===== src/rtl/multicycle_cu_pkg.sv =====
// Shared types and constants for the multicycle ARM-subset control unit.
// This includes the FSM states, ALU opcodes, instruction cmd/op fields and condition codes.
package multicycle_cu_pkg;

  typedef enum logic [3:0] {
    FETCH,
    DECODE,
    MEMADR,
    MEMRD,
    MEMWB,
    MEMWR,
    EXECR,
    EXECI,
    ALUWB,
    BRANCH,
    UNKNOWN
  } state_t;

  localparam logic [2:0] ALU_ADD = 3'b000;
  localparam logic [2:0] ALU_SUB = 3'b001;
  localparam logic [2:0] ALU_AND = 3'b010;
  localparam logic [2:0] ALU_ORR = 3'b011;
  localparam logic [2:0] ALU_EOR = 3'b100;

  localparam logic [3:0] CMD_AND = 4'b0000;
  localparam logic [3:0] CMD_EOR = 4'b0001;
  localparam logic [3:0] CMD_SUB = 4'b0010;
  localparam logic [3:0] CMD_ADD = 4'b0100;
  localparam logic [3:0] CMD_CMP = 4'b1010;
  localparam logic [3:0] CMD_ORR = 4'b1100;

  localparam logic [1:0] OP_DP  = 2'b00;
  localparam logic [1:0] OP_MEM = 2'b01;
  localparam logic [1:0] OP_BR  = 2'b10;

  localparam logic [3:0] COND_EQ = 4'b0000;
  localparam logic [3:0] COND_NE = 4'b0001;
  localparam logic [3:0] COND_CS = 4'b0010;
  localparam logic [3:0] COND_CC = 4'b0011;
  localparam logic [3:0] COND_MI = 4'b0100;
  localparam logic [3:0] COND_PL = 4'b0101;
  localparam logic [3:0] COND_VS = 4'b0110;
  localparam logic [3:0] COND_VC = 4'b0111;
  localparam logic [3:0] COND_HI = 4'b1000;
  localparam logic [3:0] COND_LS = 4'b1001;
  localparam logic [3:0] COND_GE = 4'b1010;
  localparam logic [3:0] COND_LT = 4'b1011;
  localparam logic [3:0] COND_GT = 4'b1100;
  localparam logic [3:0] COND_LE = 4'b1101;
  localparam logic [3:0] COND_AL = 4'b1110;

  // The reserved code 1111 falls to the default and never executes.
  function automatic logic cond_holds(input logic [3:0] cond, input logic [3:0] nzcv);
    logic n, z, c, v, ok;
    {n, z, c, v} = nzcv;
    ok = 1'b0;
    case (cond)
      COND_EQ: ok = z;
      COND_NE: ok = ~z;
      COND_CS: ok = c;
      COND_CC: ok = ~c;
      COND_MI: ok = n;
      COND_PL: ok = ~n;
      COND_VS: ok = v;
      COND_VC: ok = ~v;
      COND_HI: ok = c & ~z;
      COND_LS: ok = ~c | z;
      COND_GE: ok = (n == v);
      COND_LT: ok = (n != v);
      COND_GT: ok = ~z & (n == v);
      COND_LE: ok = z | (n != v);
      COND_AL: ok = 1'b1;
      default: ok = 1'b0;
    endcase
    return ok;
  endfunction

endpackage


===== src/rtl/multicycle_cu_fsm.sv =====
// Main multicycle FSM: state register, next-state logic and Moore datapath decode.
// Writes leave here ungated; the top qualifies them with the condition result.
module multicycle_cu_fsm
  import multicycle_cu_pkg::*;
(
  input  logic       clk,
  input  logic       rst,
  input  logic [1:0] op,
  input  logic       funct_imm,
  input  logic       funct_load,
  input  logic       no_write,
  output logic       decode_en,
  output logic       next_pc,
  output logic       reg_w,
  output logic       mem_w,
  output logic       branch,
  output logic       alu_op,
  output logic       adr_src,
  output logic       ir_write,
  output logic       alu_src_a,
  output logic [1:0] alu_src_b,
  output logic [1:0] result_src
);

  state_t state_q, state_d;

  always_ff @(posedge clk or posedge rst) begin
    if (rst) state_q <= FETCH;
    else     state_q <= state_d;
  end

  always_comb begin
    state_d    = FETCH;
    decode_en  = 1'b0;
    next_pc    = 1'b0;
    reg_w      = 1'b0;
    mem_w      = 1'b0;
    branch     = 1'b0;
    alu_op     = 1'b0;
    adr_src    = 1'b0;
    ir_write   = 1'b0;
    alu_src_a  = 1'b0;
    alu_src_b  = 2'b00;
    result_src = 2'b00;
    case (state_q)
      FETCH: begin
        ir_write   = 1'b1;
        alu_src_a  = 1'b1;
        alu_src_b  = 2'b10;
        result_src = 2'b10;
        next_pc    = 1'b1;
        state_d    = DECODE;
      end
      DECODE: begin
        decode_en  = 1'b1;
        alu_src_a  = 1'b1;
        alu_src_b  = 2'b10;
        result_src = 2'b10;
        case (op)
          OP_MEM:  state_d = MEMADR;
          OP_DP:   state_d = funct_imm ? EXECI : EXECR;
          OP_BR:   state_d = BRANCH;
          default: state_d = UNKNOWN;
        endcase
      end
      MEMADR: begin
        alu_src_b = 2'b01;
        state_d   = funct_load ? MEMRD : MEMWR;
      end
      MEMRD: begin
        adr_src = 1'b1;
        state_d = MEMWB;
      end
      MEMWB: begin
        result_src = 2'b01;
        reg_w      = 1'b1;
      end
      MEMWR: begin
        adr_src = 1'b1;
        mem_w   = 1'b1;
      end
      EXECR: begin
        alu_op  = 1'b1;
        state_d = ALUWB;
      end
      EXECI: begin
        alu_src_b = 2'b01;
        alu_op    = 1'b1;
        state_d   = ALUWB;
      end
      ALUWB: reg_w = ~no_write;
      BRANCH: begin
        alu_src_b  = 2'b01;
        result_src = 2'b10;
        branch     = 1'b1;
      end
      default: state_d = FETCH;
    endcase
  end

endmodule


===== src/rtl/multicycle_control_unit.sv =====
// Multicycle control unit top: ALU decode, NZCV flag register, condition latch
// and the condition gating of PC, register-file and memory writes.
module multicycle_control_unit
  import multicycle_cu_pkg::*;
#(
  parameter int ALU_CTRL_W = 2,
  parameter bit EN_EOR     = (ALU_CTRL_W > 2)
) (
  input  logic                  clk,
  input  logic                  rst,
  input  logic [3:0]            cond,
  input  logic [1:0]            op,
  input  logic [5:0]            funct,
  input  logic [3:0]            rd,
  input  logic [3:0]            flags,
  output logic                  pc_write,
  output logic                  adr_src,
  output logic                  mem_write,
  output logic                  ir_write,
  output logic                  reg_write,
  output logic [1:0]            result_src,
  output logic                  alu_src_a,
  output logic [1:0]            alu_src_b,
  output logic [1:0]            imm_src,
  output logic [1:0]            reg_src,
  output logic [ALU_CTRL_W-1:0] alu_control
);

  logic decode_en, next_pc, reg_w, mem_w, branch, alu_op, no_write, pcs;
  logic [3:0] cmd;
  logic [1:0] flag_w;
  logic [ALU_CTRL_W-1:0] alu_sel;
  logic [3:0] flags_q, flags_d;
  logic cond_ex_q, cond_ex_d;

  assign cmd = funct[4:1];

  multicycle_cu_fsm u_fsm (
    .clk        (clk),
    .rst        (rst),
    .op         (op),
    .funct_imm  (funct[5]),
    .funct_load (funct[0]),
    .no_write   (no_write),
    .decode_en  (decode_en),
    .next_pc    (next_pc),
    .reg_w      (reg_w),
    .mem_w      (mem_w),
    .branch     (branch),
    .alu_op     (alu_op),
    .adr_src    (adr_src),
    .ir_write   (ir_write),
    .alu_src_a  (alu_src_a),
    .alu_src_b  (alu_src_b),
    .result_src (result_src)
  );

  // Unrecognised cmds (and EOR when not built in) compute ADD but never write back.
  always_comb begin
    alu_sel  = ALU_CTRL_W'(ALU_ADD);
    no_write = 1'b0;
    case (cmd)
      CMD_ADD: alu_sel = ALU_CTRL_W'(ALU_ADD);
      CMD_SUB: alu_sel = ALU_CTRL_W'(ALU_SUB);
      CMD_AND: alu_sel = ALU_CTRL_W'(ALU_AND);
      CMD_ORR: alu_sel = ALU_CTRL_W'(ALU_ORR);
      CMD_CMP: begin
        alu_sel  = ALU_CTRL_W'(ALU_SUB);
        no_write = 1'b1;
      end
      CMD_EOR: begin
        if (EN_EOR) alu_sel = ALU_CTRL_W'(ALU_EOR);
        else        no_write = 1'b1;
      end
      default: no_write = 1'b1;
    endcase
    flag_w[1] = funct[0];
    flag_w[0] = funct[0] & ((cmd == CMD_ADD) | (cmd == CMD_SUB) | (cmd == CMD_CMP));
  end

  assign alu_control = alu_op ? alu_sel : ALU_CTRL_W'(ALU_ADD);

  // The condition is sampled once in DECODE so that flags written in EXEC only affect later instructions.
  always_comb begin
    cond_ex_d = decode_en ? cond_holds(cond, flags_q) : cond_ex_q;
    flags_d   = flags_q;
    if (alu_op && cond_ex_q) begin
      if (flag_w[1]) flags_d[3:2] = flags[3:2];
      if (flag_w[0]) flags_d[1:0] = flags[1:0];
    end
  end

  always_ff @(posedge clk or posedge rst) begin
    if (rst) begin
      flags_q   <= 4'b0000;
      cond_ex_q <= 1'b0;
    end else begin
      flags_q   <= flags_d;
      cond_ex_q <= cond_ex_d;
    end
  end

  assign pcs       = ((rd == 4'd15) & reg_w) | branch;
  assign pc_write  = next_pc | (pcs & cond_ex_q);
  assign reg_write = reg_w & cond_ex_q;
  assign mem_write = mem_w & cond_ex_q;
  assign imm_src   = op;
  assign reg_src   = {op == OP_MEM, op == OP_BR};

endmodule


===== config.mk =====
export PLATFORM = sky130hd
export DESIGN_NAME = multicycle_control_unit
export DESIGN_NICKNAME = d
export VERILOG_FILES = /design/src/rtl/multicycle_cu_pkg.sv /design/src/rtl/multicycle_cu_fsm.sv /design/src/rtl/multicycle_control_unit.sv
export SDC_FILE = /design/constraint.sdc
export NUM_CORES = 1
export LEC_CHECK = 0
export CAP_MARGIN = 10
export CORE_MARGIN = 1.5
export CORE_UTILIZATION = 41
export CTS_CLUSTER_DIAMETER = 200
export DETAILED_ROUTE_END_ITERATION = 7
export GPL_TIMING_DRIVEN = 1
export PLACE_DENSITY = 0.78
export SETUP_SLACK_MARGIN = 0.05
export SKIP_CTS_REPAIR_TIMING = 1
export SYNTH_ARGS = -nofsm -noshare
export SYNTH_HDL_FRONTEND = slang
export SYNTH_HIERARCHICAL = 1
export SYNTH_SLANG_ARGS = --single-unit
export TNS_END_PERCENT = 100

===== constraint.sdc =====
create_clock -name clk -period 3.3 [get_ports clk]
set_input_delay 0.495 -clock clk [delete_from_list [all_inputs] [get_ports clk]]
set_output_delay 0.495 -clock clk [all_outputs]
set_load 0.01 [all_outputs]

==> results of run 1 <==
==> placed cells by master (no fill, tap or decap), types with 2 or more instances in the layout <==
master / count
sky130_fd_sc_hd__nand2_1: 6
sky130_fd_sc_hd__nor3b_1: 3
sky130_fd_sc_hd__nand3_1: 4
sky130_fd_sc_hd__nor2_1: 9
sky130_fd_sc_hd__o21ai_0: 3
sky130_fd_sc_hd__mux2i_1: 3
sky130_fd_sc_hd__dfrtp_1: 9
sky130_fd_sc_hd__nor3_1: 4
sky130_fd_sc_hd__xnor2_1: 4
sky130_fd_sc_hd__mux2_1: 2
sky130_fd_sc_hd__clkdlybuf4s50_1: 37
sky130_fd_sc_hd__a22oi_1: 2
sky130_fd_sc_hd__nand2b_1: 5
sky130_fd_sc_hd__a21oi_1: 7
sky130_fd_sc_hd__and2_1: 3
sky130_fd_sc_hd__nor2b_1: 3
sky130_fd_sc_hd__clkbuf_4: 3
sky130_fd_sc_hd__inv_1: 8
==> Yosys cell counts, types with 2 or more instances <==
library cell / instances / share of area (%)
sky130_fd_sc_hd__nand2b_1: 5 / 3.5
sky130_fd_sc_hd__o21ai_0: 3 / 1.7
sky130_fd_sc_hd__nor3b_1: 3 / 2.5
sky130_fd_sc_hd__dfrtp_1: 9 / 25
sky130_fd_sc_hd__nor2_1: 9 / 3.8
sky130_fd_sc_hd__nand2_1: 6 / 2.5
sky130_fd_sc_hd__and2_1: 3 / 2.1
sky130_fd_sc_hd__nor3_1: 4 / 2.3
sky130_fd_sc_hd__nor2b_1: 3 / 2.1
sky130_fd_sc_hd__mux2i_1: 3 / 3.4
sky130_fd_sc_hd__mux2_1: 2 / 2.5
sky130_fd_sc_hd__inv_1: 8 / 3.4
sky130_fd_sc_hd__a21oi_1: 7 / 3.9
sky130_fd_sc_hd__buf_4: 6 / 5.1
sky130_fd_sc_hd__nand3_1: 4 / 2.3
sky130_fd_sc_hd__xnor2_1: 4 / 3.9
sky130_fd_sc_hd__a22oi_1: 2 / 1.7
==> metal layers <==
layer  vias up  track usage, %  wire [µm]
li1        454               -          -
met1       428           20.38        956
met2        25           32.44        997
met3         0           5.758        105
met4         0           1.389          0
met5         -               0          0
==> state kept, by name, summed over array words and instances (netlist names) <==
| register | count |
|---|---|
| cond_ex_q | 1 |
| u_fsm/state_q | 4 |
| flags_q | 4 |
==> final cells by class <==
type / count / area [µm²]
clock buffer: 4 / 26.28
fill: 185 / 739.5
inverter: 9 / 33.78
multi-input combinational: 84 / 565.5
sequential: 9 / 225.2
tap: 27 / 33.78
timing repair buffer: 38 / 377.9
==> power by group through the flow <==
stage / sequential (mW) / clock (mW) / combinational [mW]
6_report: 0.235 / 0.0868 / 0.455
5_1_grt: 0.246 / 0.0956 / 0.498
4_1_cts: 0.235 / 0.0879 / 0.461
3_5_place_dp: 0.236 / 0 / 0.458
3_3_place_gp: 0.237 / 0 / 0.453
2_1_floorplan: 0.190 / 0 / 0.331
==> stage by stage <==
step,hold WS [ns],setup slack [ns]
finish,0.4437,0.1866
global route,0.4676,0.08541
global placement,0.5216,0.2458
CTS,0.4572,0.1743
floorplan,0.2611,1.083
detailed placement,0.5244,0.1782
==> how the worst max path moves through the flow <==
| stage | cells after the start | endpoint | start | slack, ns |
|---|---|---|---|---|
| finish | 8 | pc_write | funct[2] | 0.19 |
| global route | 8 | pc_write | funct[2] | 0.09 |
| global placement | 8 | pc_write | funct[2] | 0.25 |
| floorplan | 6 | pc_write | funct[3] | 1.08 |
| CTS | 8 | pc_write | funct[2] | 0.17 |
| detailed placement | 8 | pc_write | funct[2] | 0.18 |
==> logic make-up after synthesis <==
kind of cell | after synthesis | share of synthesized area, %
AO/OA/AOI/OAI | 25 | 19.69
XOR/XNOR | 6 | 6.751
buffers and inverters | 18 | 11.11
flip-flops | 9 | 25.32
multiplexers | 5 | 5.907
AND/OR/NAND/NOR | 48 | 31.23
==> report_table.html, run 1 <==
<table>
<tr><th>Metric</th><th>Value</th></tr>
<tr><th colspan="2">Flow run</th></tr>
<tr><td>Count of maximum capacitance violations</td><td>0</td></tr>
<tr><th colspan="2">Outcome</th></tr>
<tr><td>Result of the run</td><td>finished clean</td></tr>
<tr><th colspan="2">Floorplanning</th></tr>
<tr><td>Die Area</td><td>roughly 2500 µm²</td></tr>
<tr><td>Site row count</td><td>16</td></tr>
<tr><td># IOs</td><td>38</td></tr>
<tr><td>Overall die width</td><td>around 50 µm</td></tr>
<tr><td>Height of the chip</td><td>49.58 µm</td></tr>
<tr><td>Area of the placeable core</td><td>around 2000 µm²</td></tr>
<tr><td>Starting density of the core</td><td>44.44%</td></tr>
<tr><th colspan="2">Clocking</th></tr>
<tr><td>Post-CTS clock slew at the launch and capture registers of the worst setup and hold paths</td><td>0.06 ns</td></tr>
<tr><td>Number of buffers added by the clock tree synthesis step</td><td>3</td></tr>
<tr><td>Maximum clock path buffer count</td><td>2</td></tr>
<tr><td>Clock insertion delay at the later pin of the skew report</td><td>0.26 ns</td></tr>
<tr><td>CTS sink count</td><td>9</td></tr>
<tr><td>CTS Root Buffer Type</td><td>sky130_fd_sc_hd__clkbuf_4</td></tr>
<tr><td>Max H-tree Level</td><td>1</td></tr>
<tr><td>TritonCTS clock tree</td><td>yes</td></tr>
<tr><th colspan="2">Placement</th></tr>
<tr><td>Placed cell count</td><td>roughly 170</td></tr>
<tr><td>Placed instance area</td><td>1236 µm²</td></tr>
<tr><td>Final weighted congestion in routability-driven placement</td><td>0.8155</td></tr>
<tr><td>HPWL after DPL</td><td>1.654 mm</td></tr>
<tr><td>IO Port Bufs</td><td>37</td></tr>
<tr><th colspan="2">Setup path</th></tr>
<tr><td>Maximum net fanout on the critical path</td><td>5</td></tr>
<tr><td>Number of cells on the worst reg-to-reg path</td><td>6</td></tr>
<tr><td>Worst R2R Start</td><td>u_fsm/state_q[1]</td></tr>
<tr><td>Slowest CP cell</td><td>sky130_fd_sc_hd__clkdlybuf4s50_1</td></tr>
<tr><td>Worst EP required</td><td>between 2 and 3 ns</td></tr>
<tr><td>Critical path's largest stage delay</td><td>between 0.5 and 0.6 ns</td></tr>
<tr><td>Critical-path cell list</td><td>clkdlybuf4s50_1, nand2_1, o211ai_1, or3b_1, a211oi_2, a31o_1, a21o_1, clkdlybuf4s50_1</td></tr>
<tr><td>Arrival time worst endpoint</td><td>between 2 and 3 ns</td></tr>
<tr><td>Kind of cell adding the most delay to the critical path</td><td>buffers and inverters</td></tr>
<tr><td>Reg-to-reg slack, setup</td><td>1.54 ns</td></tr>
<tr><td>Startpoint type of the worst setup path</td><td>primary input</td></tr>
<tr><td>WS Path Type</td><td>primary input to output port</td></tr>
<tr><td>Worst reg2reg endpoint</td><td>flags_q[1]</td></tr>
<tr><td>Endpoint class of the critical path</td><td>output port</td></tr>
<tr><td>Most Frequent Cell on Critical Path</td><td>sky130_fd_sc_hd__clkdlybuf4s50_1</td></tr>
<tr><td>Buffers plus inverters on the worst setup path</td><td>2</td></tr>
<tr><th colspan="2">Power</th></tr>
<tr><td>Leakage power</td><td>0.5259 nW</td></tr>
<tr><td>PnR Total Power</td><td>0.7761 mW</td></tr>
<tr><td>Relative contribution of sequential cells to total power</td><td>a little under a third</td></tr>
<tr><td>Combinational Power Share</td><td>58.6%</td></tr>
<tr><td>Internal cell power</td><td>0.4658 mW</td></tr>
<tr><td>Switching Power</td><td>0.3102 mW</td></tr>
<tr><td>Clock share of power</td><td>11.2%</td></tr>
<tr><td>Sw frac</td><td>approximately 40%</td></tr>
<tr><td>Worst voltage drop across the vdd grid</td><td>roughly 0.33 mV</td></tr>
<tr><td>PD cells</td><td>roughly 610 nW/µm²</td></tr>
<tr><th colspan="2">STA</th></tr>
<tr><td>Final Max Slew Viols</td><td>0</td></tr>
<tr><td>Aggregate negative setup slack</td><td>0 ns</td></tr>
<tr><td>F_max</td><td>around 320 MHz</td></tr>
<tr><td>Final Hold Viols</td><td>0</td></tr>
<tr><td>RSZ-0062 raised after global routing</td><td>false</td></tr>
<tr><td>Final period util</td><td>94.34%</td></tr>
<tr><td>Count of final setup violators</td><td>0</td></tr>
<tr><td>Worst-Margin Slew</td><td>0.4374 ns</td></tr>
<tr><td>Headroom to the max-slew limit</td><td>70.84%</td></tr>
<tr><td>Final critical path time including I/O delays and setup</td><td>3.113 ns</td></tr>
<tr><td>Final Skew</td><td>0.002300 ns</td></tr>
<tr><th colspan="2">Route</th></tr>
<tr><td>Post-detailed-route wirelength per cell</td><td>12.05 µm</td></tr>
<tr><td>Via density per instance</td><td>5.304</td></tr>
<tr><td>Iteration-0 DRC Markers</td><td>7</td></tr>
<tr><td>DRC viols</td><td>0</td></tr>
<tr><td>Final wirelength</td><td>2.060 mm</td></tr>
<tr><td>Detail Route Antenna Nets</td><td>0</td></tr>
<tr><td>Number of detailed-route iterations in the first pass</td><td>3</td></tr>
<tr><td>Total number of vias</td><td>907</td></tr>
<tr><th colspan="2">Finish</th></tr>
<tr><td>NumNets Final</td><td>167</td></tr>
<tr><td>Ratio of cells with drive above 1 in the final layout</td><td>6.250%</td></tr>
<tr><td>Layout overhead on the synthesized area</td><td>41.91%</td></tr>
<tr><td>Layout Cell Area excl Fill</td><td>1262 µm²</td></tr>
<tr><td>Post-route core utilization</td><td>63.06%</td></tr>
<tr><td>Antenna diode count</td><td>0</td></tr>
<tr><td>Final cell count without fillers</td><td>171</td></tr>
<tr><th colspan="2">Global route</th></tr>
<tr><td>Wire length of the first global-routing pass</td><td>3.415 mm</td></tr>
<tr><td>Maximum number of pins on one net before global-route repair</td><td>15</td></tr>
<tr><td>GR Overflow Total</td><td>0</td></tr>
<tr><td>Antenna violations before repair</td><td>0</td></tr>
<tr><td>Overall routing resource usage</td><td>17.59%</td></tr>
<tr><td>Number of global-route vias before repair</td><td>842</td></tr>
<tr><th colspan="2">Logic synthesis</th></tr>
<tr><td>Mean post-synth cell area</td><td>8.014 µm²</td></tr>
<tr><td>Cell variety after synth</td><td>47</td></tr>
<tr><td>Commonest register cell after synthesis</td><td>sky130_fd_sc_hd__dfrtp_1</td></tr>
<tr><td>Number of enable-type register cells in the synthesized netlist</td><td>0</td></tr>
<tr><td>Post-synthesis net count</td><td>133</td></tr>
<tr><td>Ys async rst share</td><td>100.0%</td></tr>
<tr><td>Number of synthesis warnings</td><td>6</td></tr>
<tr><td>Post-Synthesis Cell Area</td><td>889.6 µm²</td></tr>
<tr><td>Number of storage elements in the synthesis netlist</td><td>9</td></tr>
<tr><td>Seq/Total Area, Yosys</td><td>25.32%</td></tr>
<tr><td>Cells after synthesis</td><td>111</td></tr>
<tr><th colspan="2">Worst hold path</th></tr>
<tr><td>Worst hold path type</td><td>primary input to asynchronous set/reset pin</td></tr>
</table>
No activity file was read; power rests on OpenSTA's default activity.
==> run 2, diff against run 1 <==
--- a/config.mk
+++ b/config.mk
@@ -11,11 +11,10 @@
 export CTS_CLUSTER_DIAMETER = 200
 export DETAILED_ROUTE_END_ITERATION = 7
 export GPL_TIMING_DRIVEN = 1
-export PLACE_DENSITY = 0.78
+export PLACE_DENSITY = 0.8
 export SETUP_SLACK_MARGIN = 0.05
 export SKIP_CTS_REPAIR_TIMING = 1
 export SYNTH_ARGS = -nofsm -noshare
 export SYNTH_HDL_FRONTEND = slang
-export SYNTH_HIERARCHICAL = 1
 export SYNTH_SLANG_ARGS = --single-unit
 export TNS_END_PERCENT = 100
==> run 2 against run 1 <==
Effect of this change: combinational power grew 1%; fmax grew 4.7%; sequential cell count is the same; via count shrank 5.7%; final area shrank 3.6%; critical path depth shrank 2; final cell count shrank 5.8%; setup slack gained 0.14 ns; global-route usage shrank 0.54 points; critical endpoint unchanged.
==> report_table.html, run 2 <==
<table>
<tr><th>Metric</th><th>Value</th></tr>
<tr><th colspan="2">Logic synthesis</th></tr>
<tr><td>Mean post-synth cell area</td><td>8.164 µm² (was 8.014 µm²)</td></tr>
<tr><td>Post-synthesis net count</td><td>123 (was 133)</td></tr>
<tr><td>Cell variety after synth</td><td>40 (was 47)</td></tr>
<tr><td>Seq/Total Area, Yosys</td><td>27.31% (was 25.32%)</td></tr>
<tr><td>Ranking of synthesized cells by area</td><td>sky130_fd_sc_hd__dfrtp_1 (27%), sky130_fd_sc_hd__o21ai_0 (6.1%), sky130_fd_sc_hd__mux2_2 (5.5%), sky130_fd_sc_hd__nor2_1 (3.6%), sky130_fd_sc_hd__a2111oi_4 (3.3%) (was sky130_fd_sc_hd__dfrtp_1 (25%), sky130_fd_sc_hd__buf_4 (5.1%), sky130_fd_sc_hd__a21oi_1 (3.9%), sky130_fd_sc_hd__xnor2_1 (3.9%), sky130_fd_sc_hd__nor2_1 (3.8%))</td></tr>
<tr><td>Number of enable-type register cells in the synthesized netlist</td><td>0 (unchanged)</td></tr>
<tr><td>Number of storage elements in the synthesis netlist</td><td>9 (unchanged)</td></tr>
<tr><td>Ys async rst share</td><td>100.0% (unchanged)</td></tr>
<tr><td>Area leader, netlist</td><td>sky130_fd_sc_hd__dfrtp_1 (unchanged)</td></tr>
<tr><td>Fraction of synthesized cell area taken by the top area cell type</td><td>27.31% (was 25.32%)</td></tr>
<tr><td>Commonest register cell after synthesis</td><td>sky130_fd_sc_hd__dfrtp_1 (unchanged)</td></tr>
<tr><td>Number of synthesis warnings</td><td>0 (was 6)</td></tr>
<tr><td>Synth top cells by count</td><td>sky130_fd_sc_hd__o21ai_0 (10), sky130_fd_sc_hd__dfrtp_1 (9), sky130_fd_sc_hd__nor2_1 (8), sky130_fd_sc_hd__inv_1 (6), sky130_fd_sc_hd__nand2_1 (6) (was sky130_fd_sc_hd__dfrtp_1 (9), sky130_fd_sc_hd__nor2_1 (9), sky130_fd_sc_hd__inv_1 (8), sky130_fd_sc_hd__a21oi_1 (7))</td></tr>
<tr><td>Cells after synthesis</td><td>101 (was 111)</td></tr>
<tr><td>Most repeated cell in the gate-level netlist after synthesis</td><td>sky130_fd_sc_hd__o21ai_0</td></tr>
<tr><td>Post-Synthesis Cell Area</td><td>824.5 µm² (was 889.6 µm²)</td></tr>
<tr><th colspan="2">Setup path</th></tr>
<tr><td>Reg-to-reg slack, setup</td><td>1.51 ns (was 1.54 ns)</td></tr>
<tr><td>Critical-path cell list</td><td>clkdlybuf4s50_1, and2b_1, a2111oi_0, o211a_1, a22o_1, clkdlybuf4s50_1 (was clkdlybuf4s50_1, nand2_1, o211ai_1, or3b_1, a211oi_2, a31o_1, a21o_1, clkdlybuf4s50_1)</td></tr>
<tr><td>Startpoint type of the worst setup path</td><td>primary input (unchanged)</td></tr>
<tr><td>Endpoint class of the critical path</td><td>output port (unchanged)</td></tr>
<tr><td>Number of cells on the worst reg-to-reg path</td><td>4 (was 6)</td></tr>
<tr><td>Critical path's largest stage delay</td><td>0.56 ns (was 0.52 ns)</td></tr>
<tr><td>Worst reg2reg endpoint</td><td>flags_q[1] (unchanged)</td></tr>
<tr><td>Slowest CP cell</td><td>sky130_fd_sc_hd__clkdlybuf4s50_1 (unchanged)</td></tr>
<tr><td>Arrival time worst endpoint</td><td>2.48 ns (was 2.62 ns)</td></tr>
<tr><td>Maximum net fanout on the critical path</td><td>6 (was 5)</td></tr>
<tr><td>Worst EP required</td><td>2.80 ns (about the same)</td></tr>
<tr><td>Worst R2R Start</td><td>u_fsm.state_q[3] (was u_fsm/state_q[1])</td></tr>
<tr><td>Most Frequent Cell on Critical Path</td><td>sky130_fd_sc_hd__clkdlybuf4s50_1 (unchanged)</td></tr>
<tr><td>WS Path Type</td><td>primary input to output port (unchanged)</td></tr>
<tr><th colspan="2">Route</th></tr>
<tr><td>Detail Route Antenna Nets</td><td>0 (unchanged)</td></tr>
<tr><td>Final wirelength</td><td>1.860 mm (was 2.060 mm)</td></tr>
<tr><td>Post-detailed-route wirelength per cell</td><td>11.55 µm (was 12.05 µm)</td></tr>
<tr><td>Iteration-0 DRC Markers</td><td>13 (was 7)</td></tr>
<tr><td>Total number of vias</td><td>855 (was 907)</td></tr>
<tr><td>Number of detailed-route iterations in the first pass</td><td>4 (was 3)</td></tr>
<tr><td>DRC viols</td><td>0 (unchanged)</td></tr>
<tr><td>Via density per instance</td><td>5.311 (was 5.304)</td></tr>
<tr><th colspan="2">STA</th></tr>
<tr><td>Final Max Slew Viols</td><td>0 (unchanged)</td></tr>
<tr><td>F_max</td><td>336.2 MHz (was 321.2 MHz)</td></tr>
<tr><td>Worst-Margin Slew</td><td>0.3585 ns (was 0.4374 ns)</td></tr>
<tr><td>Final Hold Viols</td><td>0 (unchanged)</td></tr>
<tr><td>Aggregate negative setup slack</td><td>0 ns (unchanged)</td></tr>
<tr><td>Final period util</td><td>90.13% (was 94.34%)</td></tr>
<tr><td>Final critical path time including I/O delays and setup</td><td>2.974 ns (was 3.113 ns)</td></tr>
<tr><td>Final Skew</td><td>0.002264 ns (was 0.002300 ns)</td></tr>
<tr><td>Headroom to the max-slew limit</td><td>75.48% (was 70.84%)</td></tr>
<tr><td>Setup WS post-layout</td><td>0.3257 ns (was 0.1866 ns)</td></tr>
<tr><td>Count of final setup violators</td><td>0 (unchanged)</td></tr>
<tr><td>RSZ-0062 raised after global routing</td><td>false (unchanged)</td></tr>
<tr><th colspan="2">Clocking</th></tr>
<tr><td>Clock insertion delay at the later pin of the skew report</td><td>0.25 ns (was 0.26 ns)</td></tr>
<tr><td>CTS Root Buffer Type</td><td>sky130_fd_sc_hd__clkbuf_4 (unchanged)</td></tr>
<tr><td>CTS sink count</td><td>9 (unchanged)</td></tr>
<tr><td>Max H-tree Level</td><td>1 (unchanged)</td></tr>
<tr><td>Maximum clock path buffer count</td><td>2 (unchanged)</td></tr>
<tr><td>Post-CTS clock slew at the launch and capture registers of the worst setup and hold paths</td><td>0.06 ns (about the same)</td></tr>
<tr><td>Number of buffers added by the clock tree synthesis step</td><td>3 (unchanged)</td></tr>
<tr><td>TritonCTS clock tree</td><td>yes (unchanged)</td></tr>
<tr><th colspan="2">Placement</th></tr>
<tr><td>Placed instance area</td><td>1191 µm² (was 1236 µm²)</td></tr>
<tr><td>Worst slack, placed</td><td>0.3195 ns (was 0.1782 ns)</td></tr>
<tr><td>HPWL after DPL</td><td>1.526 mm (was 1.654 mm)</td></tr>
<tr><td>Final weighted congestion in routability-driven placement</td><td>0.7732 (was 0.8155)</td></tr>
<tr><td>IO Port Bufs</td><td>37 (unchanged)</td></tr>
<tr><th colspan="2">Global route</th></tr>
<tr><td>Met1 track demand over resource in global routing</td><td>23.67% (was 20.38%)</td></tr>
<tr><td>Global routing met2 resource utilization</td><td>26.93% (was 32.44%)</td></tr>
<tr><td>Number of global-route vias before repair</td><td>658 (was 842)</td></tr>
<tr><td>Busiest grt layer</td><td>met2 (unchanged)</td></tr>
<tr><td>GR Overflow Total</td><td>0 (unchanged)</td></tr>
<tr><td>Overall routing resource usage</td><td>17.05% (was 17.59%)</td></tr>
<tr><td>Wire length of the first global-routing pass</td><td>2.780 mm (was 3.415 mm)</td></tr>
<tr><td>Antenna violations before repair</td><td>0 (unchanged)</td></tr>
<tr><td>Maximum number of pins on one net before global-route repair</td><td>15 (unchanged)</td></tr>
<tr><td>GR met3 Demand/Resource</td><td>4.528% (was 5.758%)</td></tr>
<tr><th colspan="2">Power</th></tr>
<tr><td>Worst voltage drop across the vdd grid</td><td>0.4203 mV (was 0.3307 mV)</td></tr>
<tr><td>PnR Total Power</td><td>0.7656 mW (was 0.7761 mW)</td></tr>
<tr><td>Leakage power</td><td>0.4937 nW (was 0.5259 nW)</td></tr>
<tr><td>PD cells</td><td>628.9 nW/µm² (was 614.7 nW/µm²)</td></tr>
<tr><th colspan="2">Finish</th></tr>
<tr><td>Post-route core utilization</td><td>63.35% (was 63.06%)</td></tr>
<tr><td>Regs by FF count</td><td>flags_q (4), u_fsm.state_q (4), cond_ex_q (1) (was flags_q (4), u_fsm/state_q (4), cond_ex_q (1))</td></tr>
<tr><td>Antenna diode count</td><td>0 (unchanged)</td></tr>
<tr><td>Layout overhead on the synthesized area</td><td>47.65% (was 41.91%)</td></tr>
<tr><td>Ratio of cells with drive above 1 in the final layout</td><td>7.463% (was 6.250%)</td></tr>
<tr><td>Most used cells in the layout excluding fill and tap cells</td><td>sky130_fd_sc_hd__clkdlybuf4s50_1 (37), sky130_fd_sc_hd__o21ai_0 (10), sky130_fd_sc_hd__dfrtp_1 (9), sky130_fd_sc_hd__nor2_1 (8) (was sky130_fd_sc_hd__clkdlybuf4s50_1 (37), sky130_fd_sc_hd__nor2_1 (9), sky130_fd_sc_hd__dfrtp_1 (9), sky130_fd_sc_hd__inv_1 (8), sky130_fd_sc_hd__a21oi_1 (7))</td></tr>
<tr><td>NumNets Final</td><td>157 (was 167)</td></tr>
<tr><td>Commonest non-fill, non-tap cell in the layout</td><td>sky130_fd_sc_hd__clkdlybuf4s50_1 (unchanged)</td></tr>
<tr><td>Layout Cell Area excl Fill</td><td>1217 µm² (was 1262 µm²)</td></tr>
<tr><th colspan="2">Flow run</th></tr>
<tr><td>Count of maximum capacitance violations</td><td>0 (unchanged)</td></tr>
<tr><th colspan="2">Floorplanning</th></tr>
<tr><td>Area of the placeable core</td><td>1922 µm² (was 2002 µm²)</td></tr>
<tr><td>Site row count</td><td>16 (unchanged)</td></tr>
<tr><td>Starting density of the core</td><td>42.90% (was 44.44%)</td></tr>
<tr><td>Height of the chip</td><td>47.85 µm (was 49.58 µm)</td></tr>
<tr><td>Die Area</td><td>2289 µm² (was 2458 µm²)</td></tr>
<tr><td># IOs</td><td>38 (unchanged)</td></tr>
<tr><td>Overall die width</td><td>47.85 µm (was 49.58 µm)</td></tr>
<tr><th colspan="2">Outcome</th></tr>
<tr><td>Result of the run</td><td>finished clean (unchanged)</td></tr>
<tr><th colspan="2">Worst hold path</th></tr>
<tr><td>Worst hold path type</td><td>primary input to asynchronous set/reset pin (unchanged)</td></tr>
</table>
run 2: cell count changes after synthesis, sizes merged, moves of 3 or more:
cell / change
o21ai: +7
buf: -5
clkbuf: +4
nand2b: -4
a21oi: -3
inv: -3
mux2i: -3
run 2: critical path, delay by kind of cell:
kind                   cells  cell delay, ns
AND/OR/NAND/NOR            1            0.20
AO/OA/AOI/OAI              3            0.71
buffers and inverters      2            1.08
run 2: power breakdown:
group,internal [mW],switching (mW)
logic,0.260,0.200
registers,0.155,0.0722
clock network,0.0462,0.0329
total,0.461,0.305
run 2: metal layers:
| metal | part of all wire, % | wire length (µm) |
|---|---|---|
| met2 | 50 | 923 |
| met5 | 0 | 0 |
| met4 | 0 | 0 |
| met3 | 3.9 | 73 |
| met1 | 46 | 864 |
run 2: through the flow:
step	hold WS, ns	instances
after detailed placement	0.5434	157
after global placement	0.5401	157
after CTS	0.4975	161
after floorplan	0.3229	101
final	0.4955	161
after global routing	0.5209	161
run 2: cell type report:
type,instances,area [µm²]
clock buffers,4,26.28
fillers,186,704.4
inverters,6,22.52
multi-input cells,78,539.3
flip-flops and latches,9,225.2
well taps,27,33.78
repair buffers,37,370.4
run 2: worst max path at each step:
| stage | from | end | slack, ns |
|---|---|---|---|
| after floorplan | funct[3] | pc_write | 1.39 |
| after global placement | funct[3] | pc_write | 0.32 |
| after detailed placement | funct[3] | pc_write | 0.32 |
| after CTS | funct[3] | pc_write | 0.32 |
| after global routing | funct[3] | pc_write | 0.20 |
| final | funct[3] | pc_write | 0.33 |
run 2: logic make-up (layout without fill, tap and decap cells):
kind of cell              after synthesis  after routing  share of synthesized area (%)
and+or+nand+nor                        43             43                          31.72
AOI/OAI and AO/OA                      26             26                          22.92
buffers and inverters                  14             47                          7.283
DFF                                     9              9                          27.31
xor gates and xnor gates                5              5                          5.312
muxes                                   4              4                          5.462
